==> src/rtl/counter_sequencer.sv <==
// counter_sequencer
//   Command-driven controller for an up/down counter. Commands (LOAD,
//   COUNT_UP, COUNT_DOWN, SEEK) arrive on a valid/ready port, are queued in a
//   small FIFO and executed one at a time. SEEK watches the counter output
//   and finishes on a match or after 2^WIDTH cycles (timeout, flagged by err).
//
// Ports
//   clk, reset          : clock, asynchronous active-high reset
//   cmd_valid/cmd_ready : command handshake (ready = FIFO not full)
//   cmd_op, cmd_arg     : opcode (00 LOAD, 01 UP, 10 DOWN, 11 SEEK) and argument
//   abort               : synchronous flush of FIFO and active command
//   cnt_data_in, cnt_load, cnt_enable, cnt_up_down : counter control outputs
//   cnt_data_out        : counter value fed back
//   busy                : FSM active or FIFO non-empty
//   done, err           : completion pulse, timeout pulse (with done)
//   fifo_count          : number of queued commands
module counter_sequencer #(
  parameter int WIDTH = 8,
  parameter int DEPTH = 4
) (
  input  logic                     clk,
  input  logic                     reset,
  input  logic                     cmd_valid,
  output logic                     cmd_ready,
  input  logic [1:0]               cmd_op,
  input  logic [WIDTH-1:0]         cmd_arg,
  input  logic                     abort,
  output logic [WIDTH-1:0]         cnt_data_in,
  output logic                     cnt_load,
  output logic                     cnt_enable,
  output logic                     cnt_up_down,
  input  logic [WIDTH-1:0]         cnt_data_out,
  output logic                     busy,
  output logic                     done,
  output logic                     err,
  output logic [$clog2(DEPTH):0]   fifo_count
);

  localparam int AW = $clog2(DEPTH);
  localparam int CW = AW + 1;

  localparam logic [1:0] OP_LOAD = 2'b00;
  localparam logic [1:0] OP_UP   = 2'b01;
  localparam logic [1:0] OP_DOWN = 2'b10;
  localparam logic [1:0] OP_SEEK = 2'b11;

  typedef enum logic [1:0] {
    S_IDLE = 2'd0,
    S_LOAD = 2'd1,
    S_RUN  = 2'd2,
    S_SEEK = 2'd3
  } state_t;

  // FIFO storage and pointers
  logic [1:0]       op_mem_q  [DEPTH];
  logic [WIDTH-1:0] arg_mem_q [DEPTH];
  logic [AW-1:0]    wr_ptr_q, wr_ptr_d;
  logic [AW-1:0]    rd_ptr_q, rd_ptr_d;
  logic [CW-1:0]    count_q, count_d;

  // FSM and command datapath
  state_t           state_q, state_d;
  logic [1:0]       op_q, op_d;
  logic [WIDTH-1:0] arg_q, arg_d;
  logic [WIDTH-1:0] rem_q, rem_d;
  logic [WIDTH-1:0] tmo_q, tmo_d;
  logic             done_q, done_d;
  logic             err_q, err_d;

  logic             push_s;
  logic             pop_s;
  logic             match_s;
  logic [1:0]       head_op_s;
  logic [WIDTH-1:0] head_arg_s;

  // No bypass: ready depends only on the registered occupancy.
  assign cmd_ready  = (count_q < CW'(DEPTH));
  assign push_s     = cmd_valid & cmd_ready & ~abort;
  assign pop_s      = (state_q == S_IDLE) & (count_q != {CW{1'b0}}) & ~abort;
  assign head_op_s  = op_mem_q[rd_ptr_q];
  assign head_arg_s = arg_mem_q[rd_ptr_q];
  assign match_s    = (cnt_data_out == arg_q);

  assign busy       = (state_q != S_IDLE) | (count_q != {CW{1'b0}});
  assign done       = done_q;
  assign err        = err_q;
  assign fifo_count = count_q;

  // FIFO payload write (storage needs no reset; occupancy is tracked by count_q)
  always_ff @(posedge clk) begin
    if (push_s) begin
      op_mem_q[wr_ptr_q]  <= cmd_op;
      arg_mem_q[wr_ptr_q] <= cmd_arg;
    end
  end

  // FIFO pointer and occupancy next-state
  always_comb begin
    wr_ptr_d = wr_ptr_q;
    rd_ptr_d = rd_ptr_q;
    count_d  = count_q;
    if (abort) begin
      wr_ptr_d = {AW{1'b0}};
      rd_ptr_d = {AW{1'b0}};
      count_d  = {CW{1'b0}};
    end else begin
      // DEPTH is a power of two, so the pointers wrap naturally.
      if (push_s) begin
        wr_ptr_d = wr_ptr_q + AW'(1);
      end else begin
        wr_ptr_d = wr_ptr_q;
      end
      if (pop_s) begin
        rd_ptr_d = rd_ptr_q + AW'(1);
      end else begin
        rd_ptr_d = rd_ptr_q;
      end
      case ({push_s, pop_s})
        2'b10:   count_d = count_q + CW'(1);
        2'b01:   count_d = count_q - CW'(1);
        default: count_d = count_q;
      endcase
    end
  end

  // State register: FSM, command datapath and FIFO control
  always_ff @(posedge clk or posedge reset) begin
    if (reset) begin
      state_q  <= S_IDLE;
      op_q     <= 2'b00;
      arg_q    <= {WIDTH{1'b0}};
      rem_q    <= {WIDTH{1'b0}};
      tmo_q    <= {WIDTH{1'b0}};
      done_q   <= 1'b0;
      err_q    <= 1'b0;
      wr_ptr_q <= {AW{1'b0}};
      rd_ptr_q <= {AW{1'b0}};
      count_q  <= {CW{1'b0}};
    end else begin
      state_q  <= state_d;
      op_q     <= op_d;
      arg_q    <= arg_d;
      rem_q    <= rem_d;
      tmo_q    <= tmo_d;
      done_q   <= done_d;
      err_q    <= err_d;
      wr_ptr_q <= wr_ptr_d;
      rd_ptr_q <= rd_ptr_d;
      count_q  <= count_d;
    end
  end

  // Next-state logic: pop/dispatch, run countdown, seek match/timeout
  always_comb begin
    state_d = state_q;
    op_d    = op_q;
    arg_d   = arg_q;
    rem_d   = rem_q;
    tmo_d   = tmo_q;
    done_d  = 1'b0;
    err_d   = 1'b0;
    if (abort) begin
      // Aborted commands never report completion.
      state_d = S_IDLE;
      rem_d   = {WIDTH{1'b0}};
      tmo_d   = {WIDTH{1'b0}};
    end else begin
      case (state_q)
        S_IDLE: begin
          if (pop_s) begin
            op_d  = head_op_s;
            arg_d = head_arg_s;
            rem_d = head_arg_s;
            tmo_d = {WIDTH{1'b0}};
            case (head_op_s)
              OP_LOAD: state_d = S_LOAD;
              OP_UP, OP_DOWN: begin
                // A zero-length run completes straight from the pop.
                if (head_arg_s == {WIDTH{1'b0}}) begin
                  state_d = S_IDLE;
                  done_d  = 1'b1;
                end else begin
                  state_d = S_RUN;
                end
              end
              OP_SEEK: state_d = S_SEEK;
              default: state_d = S_IDLE;
            endcase
          end else begin
            state_d = S_IDLE;
          end
        end
        S_LOAD: begin
          state_d = S_IDLE;
          done_d  = 1'b1;
        end
        S_RUN: begin
          rem_d = rem_q - WIDTH'(1);
          if (rem_q == WIDTH'(1)) begin
            state_d = S_IDLE;
            done_d  = 1'b1;
          end else begin
            state_d = S_RUN;
          end
        end
        S_SEEK: begin
          if (match_s) begin
            state_d = S_IDLE;
            done_d  = 1'b1;
          end else if (tmo_q == {WIDTH{1'b1}}) begin
            // This is the 2^WIDTH-th SEEK cycle without a match.
            state_d = S_IDLE;
            done_d  = 1'b1;
            err_d   = 1'b1;
          end else begin
            state_d = S_SEEK;
            tmo_d   = tmo_q + WIDTH'(1);
          end
        end
        default: state_d = S_IDLE;
      endcase
    end
  end

  // Output logic: counter controls decoded from the current state
  always_comb begin
    cnt_data_in = {WIDTH{1'b0}};
    cnt_load    = 1'b0;
    cnt_enable  = 1'b0;
    cnt_up_down = 1'b0;
    case (state_q)
      S_LOAD: begin
        cnt_load    = 1'b1;
        cnt_data_in = arg_q;
      end
      S_RUN: begin
        cnt_enable  = 1'b1;
        cnt_up_down = (op_q == OP_UP);
      end
      S_SEEK: begin
        // Enable drops combinationally in the cycle the counter matches.
        cnt_up_down = 1'b1;
        cnt_enable  = ~match_s;
      end
      default: begin
        cnt_load = 1'b0;
      end
    endcase
  end

endmodule

==> config.mk <==
export PLATFORM = sky130hd
export DESIGN_NAME = counter_sequencer
export DESIGN_NICKNAME = d
export VERILOG_FILES = /design/src/rtl/counter_sequencer.sv
export SDC_FILE = /design/constraint.sdc
export NUM_CORES = 1
export LEC_CHECK = 0
export CAP_MARGIN = 20
export CELL_PAD_IN_SITES_DETAIL_PLACEMENT = 0
export CELL_PAD_IN_SITES_GLOBAL_PLACEMENT = 1
export CORE_MARGIN = 1.5
export CORE_UTILIZATION = 49
export CTS_CLUSTER_SIZE = 25
export DETAILED_ROUTE_END_ITERATION = 16
export GPL_TIMING_DRIVEN = 0
export PLACE_DENSITY_LB_ADDON = 0.15
export SKIP_CTS_REPAIR_TIMING = 1
export SLEW_MARGIN = 20
export SYNTH_ARGS = -nofsm -noshare
export SYNTH_HDL_FRONTEND = slang
export SYNTH_SLANG_ARGS = --single-unit
==> constraint.sdc <==
create_clock -name clk -period 4.1 [get_ports clk]
set_input_delay 0.41 -clock clk [delete_from_list [all_inputs] [get_ports clk]]
set_output_delay 0.41 -clock clk [all_outputs]
set_load 0.02 [all_outputs]
== Yosys cells after proc, flatten, opt, wreduce, memory -nomap -nowiden ==
Memory sizes are Yosys's and may differ from the RTL's.
Index checks and enable logic that the tools add are counted.
Cells by class
  $add $sub $neg: 6
  magnitude comparators: 1
  eq/ne operators: 15
  mux-type cells: 39
  bitwise logic cells: 7
  reduce and logical (&&, ||, !) cells: 14
Operators by type and width (count)
  8-bit two-way mux: 7
  8-bit case mux with 2 select lines: 2
  2-bit two-way mux: 10
  1-bit two-way mux: 13
  3-bit nonzero test: 4
  2-bit equality test, second input constant: 5
  3-bit inequality test, second input constant: 3
  8-bit by 1-bit adder with 8-bit output, second input constant: 1
  2-bit by 1-bit equality test with 1-bit output, second input constant: 4
  8-bit by 1-bit equality test with 1-bit output, second input constant: 1
  8-bit equality test: 1
  8-bit equality test, second input constant: 1
  8-bit zero test: 1
  2-bit case mux with 4 select lines: 1
  8-bit by 1-bit subtractor with 8-bit output, second input constant: 1
  2-bit case mux with 3 select lines: 1
  3-bit case mux with 2 select lines: 1
  2-bit nonzero test: 3
  2-bit by 1-bit adder with 2-bit output, second input constant: 2
  1-bit AND: 4
  2-bit zero test: 2
  1-bit case mux with 2 select lines: 2
  1-bit case mux with 4 select lines: 1
  4-bit AND reduction: 1
  other kinds (9): 10
Storage, ports and cells
  bits in registers: 37
  RAM bits: 40
  input port bits: 22
  memories kept: 2
Memory list
  arg_mem_q: words 4, width 8, read ports 1, clocked after memory_dff 0, write ports 1, RTL line 56  | logic [WIDTH-1:0] arg_mem_q [DEPTH];
  op_mem_q: words 4, width 2, read ports 1, clocked after memory_dff 0, write ports 1, RTL line 55  | logic [1:0] op_mem_q [DEPTH];

== Logic depth before layout (Yosys ltp) ==
Gate-level depths: netlist of run 1.
An unclocked memory read counts as a cell.
  depth after elaboration: 7
  depth in mapped cells: 8

== Worst setup path before layout of run 1 ==
OpenSTA, ideal clock, no wires.
  path kind: flip-flop to flip-flop
  start: register count_q[0], in the netlist fifo_count[0]
  end: register count_q[2], in the netlist fifo_count[2]
  arrival time: 1905 ps
  path slack: 2117 ps
  cell stages (with the launch flop): 8
  buffers on the path: 0
  period minus slack after synthesis: 1983 ps
  path through: dfrtp_1 > nor3_1 > nand2b_1 > nor3_1 > fa_1 > nor4_1 > a31oi_1 > a21oi_1
Between the ends
  word-level cells in the longest chain between the ends: 6
  elaborated cells on any way between the ends: 13
  those cells by class: add/sub (2); order compare (1); eq/ne (2); mux (2); bitwise (4); reduce/logical (2)
Ends and longest elaborated chain
  start: declaration: RTL line 59  | logic [CW-1:0] count_q, count_d;
  start signal: assignment: RTL line 138  | count_q <= {CW{1'b0}};
  start signal: assignment: RTL line 149  | count_q <= count_d;
  3-bit < comparator / 3-bit nonzero test (equally long branches): RTL line 77, 79
  1-bit AND, on equally long branches (2 in a row): RTL line 78, 79
  2-bit by 1-bit equality test with 1-bit output / 2-bit equality test (equally long branches): RTL line 118  | case ({push_s, pop_s})
  3-bit case mux with 2 select lines: RTL line 118
  3-bit two-way mux: RTL line 102  | if (abort) begin
Several ways; a longest one is shown, not always the timed one.
A chain may end at the register's enable or synchronous reset.

== Worst setup path after layout of run 1 ==
  start: input port cnt_data_out[6]
  end: output port cnt_enable
Between the ends
  word-level cells in the longest chain between the ends: 3
Ends and longest elaborated chain
  start: declaration: RTL line 32  | input logic [WIDTH-1:0] cnt_data_out,
  8-bit equality test: RTL line 82  | assign match_s = (cnt_data_out == arg_q);
  1-bit inverter: RTL line 243  | cnt_enable = ~match_s;
  1-bit case mux with 2 select lines: RTL line 231  | case (state_q)
  end: declaration: RTL line 30  | output logic cnt_enable,
No other way between the ends.

==> key figures, run 1 <==
Outcome
  – Status: finished clean

Synth
  – EDFF count, synth: 40
  – Syn Std Cell Area: about 3600 µm²
  – Largest family of logic cells by synthesized area: simple AND/OR/NAND/NOR gates
  – #FFs+latches synth: 77
  – Adder-Cell Fraction of Synth Area: 3.65%
  – Simple-Gate Fraction of Synth Area: about an eighth
  – Netlist cell types: 46
  – Mux cell area share after synthesis: approximately a tenth
  – Syn_area_per_cell: 13.1 µm²
  – Total of warnings raised by yosys: 0
  – Syn_nets: 310
  – Cell taking the most area after synthesis: edfxtp_1
  – Top FF cell, synth: edfxtp_1
  – Top post-synthesis cells by area: edfxtp_1, dfrtp_1, mux4_1, mux2_2, ha_1
  – Compound-cell area share of the yosys netlist: 9.55%
  – Async set-or-reset flop fraction in the synthesized netlist: 48.1%
  – Yosys top cell area share: 33.1%
  – Post-synthesis xor/xnor area fraction: 3.38%
  – Gate Count Post-Synth: 278
  – Sequential element share of the synthesized area: between 50% and 60%

STA
  – Slew Limit Headroom: 40.6%
  – Final hold viol count: 0
  – Final slew viol count: 0
  – Final setup fails: 0
  – Final setup TNS: 0 ns
  – Final period util: 76.0%
  – Final hold slack: 0.302 ns
  – Measured slew at the worst slew-check pin: between 0.8 and 0.9 ns
  – Maximum clock frequency: 321 MHz
  – RSZ-0062 raised after global routing: no
  – Final min period: 3.12 ns
  – Skew final: 0.0103 ns

Pwr
  – Power per cell area: ~620 nW/µm²
  – Worst VDD drop: 0.334 mV
  – Pleak: 0.00166 µW

Detailed routing
  – # DRC: 0
  – First-pass iteration count of the detailed router: 5
  – Via Count: ~2400
  – Iter 0 DRT Violations: 97
  – DR WL/cell: 16.6 µm
  – Antenna Nets Post-Route: 0
  – DR vias/cell: 5.43
  – DRT Wirelength: 7200 µm

Global route
  – First-pass GRT wire length: between 10000 and 15000 µm
  – Via count of the first global-routing pass: 2253
  – Initial antenna violation count: 0
  – Gr usage total: about a fifth
  – Routing usage on met1: around 27%
  – Gr busiest metal: met2
  – Grt ovf: 0
  – Global-route met3 utilization: 3.42%
  – Met2 usage: approximately a third
  – Largest net degree at the start of global routing: 28

Clock network
  – Root buf cell: clkbuf_8
  – Worst-path clk slew: 0.08 ns
  – Skew-Pair Late Insertion Delay: 0.35 ns
  – TritonCTS clock tree: done
  – Max Buffers Root-to-Sink: 2
  – Num CTS Buffers: 9
  – CTS Sinks: 77
  – CTS H-tree lvls: 3

Worst setup path
  – Setup crit start kind: input port
  – Crit path largest cell delay: 0.62 ns
  – CP Buf/Inv Count: 2
  – CP max stage cell: nor4_1
  – CP arrival: about 2.7 ns
  – Critical Path Sink Type: primary output
  – Reg2reg setup slack: 1.65 ns
  – Setup CP Type: in -> out
  – Cells along the critical path: clkdlybuf4s50_1 -> xor2_1 -> nor4_1 -> nand2_1 -> o21a_1 -> clkdlybuf4s50_1
  – Data required time of the worst path: 3.69 ns
  – Critical path fanouts, max: 8
  – Crit path top cell by count: clkdlybuf4s50_1
  – Top Family by Delay on Critical Path: simple AND/OR/NAND/NOR gates

Final layout
  – Post-layout util: 60.0%
  – Share of cells above drive strength 1: 11.1%
  – N_diodes: 0
  – Post-layout nets: 361
  – Finished Layout Cells: 433
  – # fillers: around 610
  – Leading cell type in the layout, fill and taps excluded: edfxtp_1
  – Area occupied by multi-input gates: between 1000 and 1500 µm²
  – Storage element area: 2130 µm²
  – Area grow syn2layout: 19.2%
  – Most frequent cells in the layout: edfxtp_1, clkdlybuf4s50_1, dfrtp_1

Placed design
  – Port bufs: 39
  – Inst Count DP: 417
  – Routability cong.: 0.856
  – Post-DP HPWL: 5170 µm

Floorplan
  – Total core area: ~7000 µm²
  – Die Area: 7940 µm²
  – Die height: 89.1 µm
  – Initial Utilization: between 50% and 60%
  – # rows: 31
  – Die W: 89.1 µm
  – # IOs: 40

Flow run
  – Reported max-cap violation count: 0

Hold path
  – Worst min-delay path class: in -> async
[per-layer routing]
layer | part of all wire (%) | routed length (µm)
met1 | 47 | 3390
met2 | 47 | 3410
met3 | 3.6 | 257
met4 | 1.9 | 138
met5 | 0 | 0
[final cells by class]
cell class / instances / share of cell area, %
flip-flops and latches: 77 / 49.1
inverters: 11 / 0.954
plain buffers: 10 / 1.07
clock buffers: 9 / 2.86
clock inverters: 7 / 0.925
well taps: 99 / 2.86
repair buffers: 40 / 9.48
multi-input cells: 180 / 32.7
[sequential cells by signal, summed over array words and instances, names as in the netlist]
register / count
fifo_count: 3
op_q: 2
state_q: 2
tmo_q: 8
arg_q: 8
rem_q: 8
arg_mem_q: 32
err: 1
rd_ptr_q: 2
op_mem_q: 8
wr_ptr_q: 2
done: 1
[cell families after synthesis]
group                      count (synthesis)
muxes                                     22
buffers and inverters                     21
DFF                                       77
adders and majority gates                 10
xor gates and xnor gates                  14
and+or+nand+nor                           82
AOI/OAI and AO/OA                         52
[report_power, final]
part	leakage [µW]	switching, µW	total, µW	internal [µW]
clock	0.0000882	279	494	215
sequential	0.000848	113	1080	965
combinational	0.000728	613	1110	494
total	0.00166	1010	2680	1670
[synth_stat cells, types with 2 or more instances]
cell type and instances:
nor2b_1 5, nor3_1 9, edfxtp_1 40, a22oi_1 2, xnor2_1 4, nand2_1 9, inv_1 11, a41o_1 3
o21a_1 4, o22a_1 2, ha_1 9, a211oi_1 4, a21oi_1 12, and3_1 3, clkbuf_1 7, mux4_2 4
dfrtp_1 37, xor2_1 10, a32oi_1 2, nor2_1 25, mux4_1 6, nor4_2 2, mux2_2 11, o21ai_0 13
nor4_1 4, a31oi_1 3, nand2b_1 3, nand4_1 2, nand3_1 3, and2_1 13
[final timing paths]
path | from | endpoint | cells past startpoint
worst min-delay path | reset | rem_q[2] | 2
max in group asynchronous | reset | op_q[1] | 3
worst max-delay path | cnt_data_out[6] | cnt_enable | 6
min in group clk | op_q[1] | op_q[1] | 1
worst max register to register | rd_ptr_q[1] | done | 5
worst min register to register | op_q[1] | op_q[1] | 1
[metrics by stage]
step	cell area, µm²	total power (µW)	worst slack (ns)
2_1_floorplan	3630	1850	2.12
3_3_place_gp	4150	2190	0.926
3_5_place_dp	4170	2210	0.932
4_1_cts	4330	2700	0.936
5_1_grt	4330	2860	0.788
6_report	4330	2680	0.984
Power figures use the tool's default switching activity.
==> run 2: changes to the inputs <==
--- a/config.mk
+++ b/config.mk
@@ -9,7 +9,7 @@
 export CELL_PAD_IN_SITES_DETAIL_PLACEMENT = 0
 export CELL_PAD_IN_SITES_GLOBAL_PLACEMENT = 1
 export CORE_MARGIN = 1.5
-export CORE_UTILIZATION = 49
+export CORE_UTILIZATION = 46
 export CTS_CLUSTER_SIZE = 25
 export DETAILED_ROUTE_END_ITERATION = 16
 export GPL_TIMING_DRIVEN = 0
==> constraint.sdc (replaced) <==
create_clock -name clk -period 3 [get_ports clk]
set_input_delay 0.3 -clock clk [delete_from_list [all_inputs] [get_ports clk]]
set_output_delay 0.3 -clock clk [all_outputs]
set_load 0.02 [all_outputs]
==> run 2 against run 1 <==
Effect of this change:
- sequential share of layout area is 1.1 points lower
- power is 47% higher
- global-route usage is 1.2 points lower
- sequential cell count stayed put
- sequential power is 36% higher
- clock power is 88% higher
- worst hold slack worse by 0.088 ns
- combinational power is 39% higher
- clock-buffer cell count is 3 higher
- core utilization is 2.4 points lower
- routed wire length is 1.8% higher
- worst setup slack worse by 0.83 ns
- highest routed layer unchanged
==> key figures, run 2 (synthesis results as in run 1) <==
Clock network
  – Max Buffers Root-to-Sink: 2 (unchanged)
  – CTS H-tree lvls: 3 (unchanged)
  – Skew-Pair Late Insertion Delay: 0.35 ns (about the same)
  – CTS Sinks: 77 (unchanged)
  – Root buf cell: clkbuf_8 (unchanged)
  – TritonCTS clock tree: done (unchanged)
  – Num CTS Buffers: 9 (unchanged)
  – Worst-path clk slew: 0.08 ns (about the same)

Hold path
  – Worst min-delay path class: in -> async (unchanged)

Final layout
  – Cell area after layout: 4430 µm² (was 4330 µm²)
  – N_diodes: 0 (unchanged)
  – Biggest register: arg_mem_q (unchanged)
  – Share of cells above drive strength 1: 12.0% (was 11.1%)
  – Post-layout nets: 361 (unchanged)
  – Leading cell type in the layout, fill and taps excluded: edfxtp_1 (unchanged)
  – Area grow syn2layout: 21.9% (was 19.2%)
  – Largest register FFs: 32 (unchanged)
  – Most frequent cells in the layout: edfxtp_1, clkdlybuf4s50_1, dfrtp_1 (unchanged)

STA
  – Maximum clock frequency: 351 MHz
  – Measured slew at the worst slew-check pin: 0.940 ns (was 0.884 ns)
  – Final setup fails: 0 (unchanged)
  – Final period util: 94.9%
  – Slew Limit Headroom: 36.8% (was 40.6%)
  – Skew final: 0.0113 ns (was 0.0103 ns)
  – Final hold viol count: 0 (unchanged)
  – Final worst setup slack: 0.154 ns (was 0.984 ns)
  – Final slew viol count: 0 (unchanged)
  – Final setup TNS: 0 ns (unchanged)
  – Final min period: 2.85 ns
  – RSZ-0062 raised after global routing: no (unchanged)

Worst setup path
  – CP max stage cell: clkdlybuf4s50_1 (was nor4_1)
  – Cells on worst reg2reg path: 5 (unchanged)
  – Cells along the critical path: xor2_1 -> nor4_2 -> nand2_1 -> o21a_1 -> clkdlybuf4s50_1 (was clkdlybuf4s50_1 -> xor2_1 -> nor4_1 -> nand2_1 -> o21a_1 -> clkdlybuf4s50_1)
  – Critical Path Sink Type: primary output (unchanged)
  – RR Startpoint: state_q[1] (was rd_ptr_q[1])
  – Setup crit start kind: flop (was input port)
  – Reg2reg setup slack: 0.72 ns (was 1.65 ns)
  – CP arrival: 2.55 ns (was 2.71 ns)
  – Crit path largest cell delay: 0.54 ns (was 0.62 ns)
  – FF-to-FF End: rem_q[1] (was done)
  – Critical path fanouts, max: 8 (unchanged)
  – Setup CP Type: reg -> out (was in -> out)
  – Data required time of the worst path: 2.70 ns (was 3.69 ns)

Placed design
  – Placed Area: 4170 µm² (about the same)
  – Routability cong.: 0.783 (was 0.856)
  – Place WS: -0.0308 ns (was 0.932 ns)
  – Post-DP HPWL: 5280 µm (was 5170 µm)
  – Port bufs: 39 (unchanged)

Detailed routing
  – DR vias/cell: 5.42 (was 5.43)
  – DRT Wirelength: 7330 µm (was 7200 µm)
  – Antenna Nets Post-Route: 0 (unchanged)
  – First-pass iteration count of the detailed router: 4 (was 5)
  – Length of routed wiring on met1: 3350 µm (was 3390 µm)
  – Met2 WL: 3550 µm (was 3410 µm)
  – # DRC: 0 (unchanged)
  – Max layer used: met4 (unchanged)
  – Via Count: 2365 (was 2353)
  – Met3 wire len: 281 µm (was 257 µm)
  – DR WL/cell: 16.8 µm (was 16.6 µm)
  – Iter 0 DRT Violations: 110 (was 97)

Global route
  – Largest net degree at the start of global routing: 27 (was 28)
  – First-pass GRT wire length: 12000 µm (was 11500 µm)
  – Via count of the first global-routing pass: 2406 (was 2253)
  – Initial antenna violation count: 0 (unchanged)
  – Gr usage total: 18.7% (was 19.9%)
  – Grt ovf: 0 (unchanged)

Floorplan
  – Die height: 91.8 µm (was 89.1 µm)
  – Die Area: 8440 µm² (was 7940 µm²)
  – Die W: 91.8 µm (was 89.1 µm)
  – # rows: 32 (was 31)
  – Total core area: 7690 µm² (was 7210 µm²)
  – # IOs: 40 (unchanged)
  – Initial Utilization: 47.2% (was 50.3%)

Pwr
  – Power Total: 3940 µW (was 2680 µW)
  – Clk network pwr share: 23.6% (was 18.4%)
  – Worst VDD drop: 0.346 mV (was 0.334 mV)
  – Internal: 2540 µW (was 1670 µW)
  – Pleak: 0.00170 µW (was 0.00166 µW)
  – Power per cell area: 891 nW/µm² (was 619 nW/µm²)
  – Net Sw Frac: 35.4% (was 37.5%)
  – Gate power share: 39.0% (was 41.3%)
  – Switching pwr: 1400 µW (was 1010 µW)
  – Reg power frac: 37.3% (was 40.2%)

Flow run
  – Reported max-cap violation count: 0 (unchanged)

Outcome
  – Status: finished clean (unchanged)
[run 2: cell types whose count changed in the layout (fill, tap and decap cells not counted)]
cell | before | now
clkinv_1 | 2 | 0
clkinv_2 | 3 | 0
nor4_2 | 2 | 4
bufinv_16 | 0 | 2
clkbuf_1 | 7 | 8
clkbuf_16 | 0 | 1
nor4_1 | 4 | 2
clkbuf_8 | 9 | 10
[run 2: worst max-delay path, delay by kind of cell, from the launching register on]
kind                   cells  cell delay, ns
AO/OA/AOI/OAI              1            0.24
XOR/XNOR                   1            0.19
buffers and inverters      1            0.54
AND/OR/NAND/NOR            2            0.81
flip-flops                 1            0.42
[run 2: per-layer routing]
layer,vias up,track usage (%)
li1,1148,-
met1,1142,24.4
met2,62,31.2
met3,13,3.48
met4,0,7.05
met5,-,0
[run 2: area by class of cell]
| type | count | area [µm²] |
|---|---|---|
| Clock inverter | 4 | 77.6 |
| Timing Repair Buffer | 40 | 410 |
| Fill cell | 678 | 3260 |
| Buffer | 10 | 46.3 |
| Inverter | 11 | 41.3 |
| Sequential cell | 77 | 2130 |
| Multi-Input combinational cell | 180 | 1430 |
| Tap cell | 102 | 128 |
| Clock buffer | 12 | 166 |
[run 2: worst max path at each step]
| stage | cells past startpoint | slack, ns | end | startpoint |
|---|---|---|---|---|
| 2_1_floorplan | 7 | 1.02 | fifo_count[2] | fifo_count[0] |
| 3_3_place_gp | 6 | -0.03 | cnt_enable | cnt_data_out[6] |
| 3_5_place_dp | 6 | -0.03 | cnt_enable | cnt_data_out[6] |
| 4_1_cts | 5 | -0.12 | cnt_enable | arg_q[6] |
| 5_1_grt | 5 | 0.01 | cnt_enable | arg_q[6] |
| 6_report | 5 | 0.15 | cnt_enable | arg_q[6] |
[run 2: stage by stage]
stage | cells | util [%] | hold WS (ns)
floorplan | 278 | - | 0.399
global placement | 419 | 54.0 | 0.481
detailed placement | 420 | 54.2 | 0.499
CTS | 436 | 57.4 | 0.216
global route | 436 | 57.6 | 0.240
finish | 436 | 57.6 | 0.214
[run 2: power groups by stage]
stage,clock network (µW),logic [µW],registers [µW]
finish,931,1540,1470
global placement,0,1510,1490
detailed placement,0,1530,1500
global route,995,1690,1500
floorplan,0,1040,1480
CTS,947,1540,1470
==> run 3: changes to the inputs <==
--- a/config.mk
+++ b/config.mk
@@ -10,6 +10,7 @@
 export CELL_PAD_IN_SITES_GLOBAL_PLACEMENT = 1
 export CORE_MARGIN = 1.5
 export CORE_UTILIZATION = 46
+export CTS_CLUSTER_DIAMETER = 150
 export CTS_CLUSTER_SIZE = 25
 export DETAILED_ROUTE_END_ITERATION = 16
 export GPL_TIMING_DRIVEN = 0
==> results of run 3 <==
The final DEF is identical to that of run 2; final timing and power are the same.
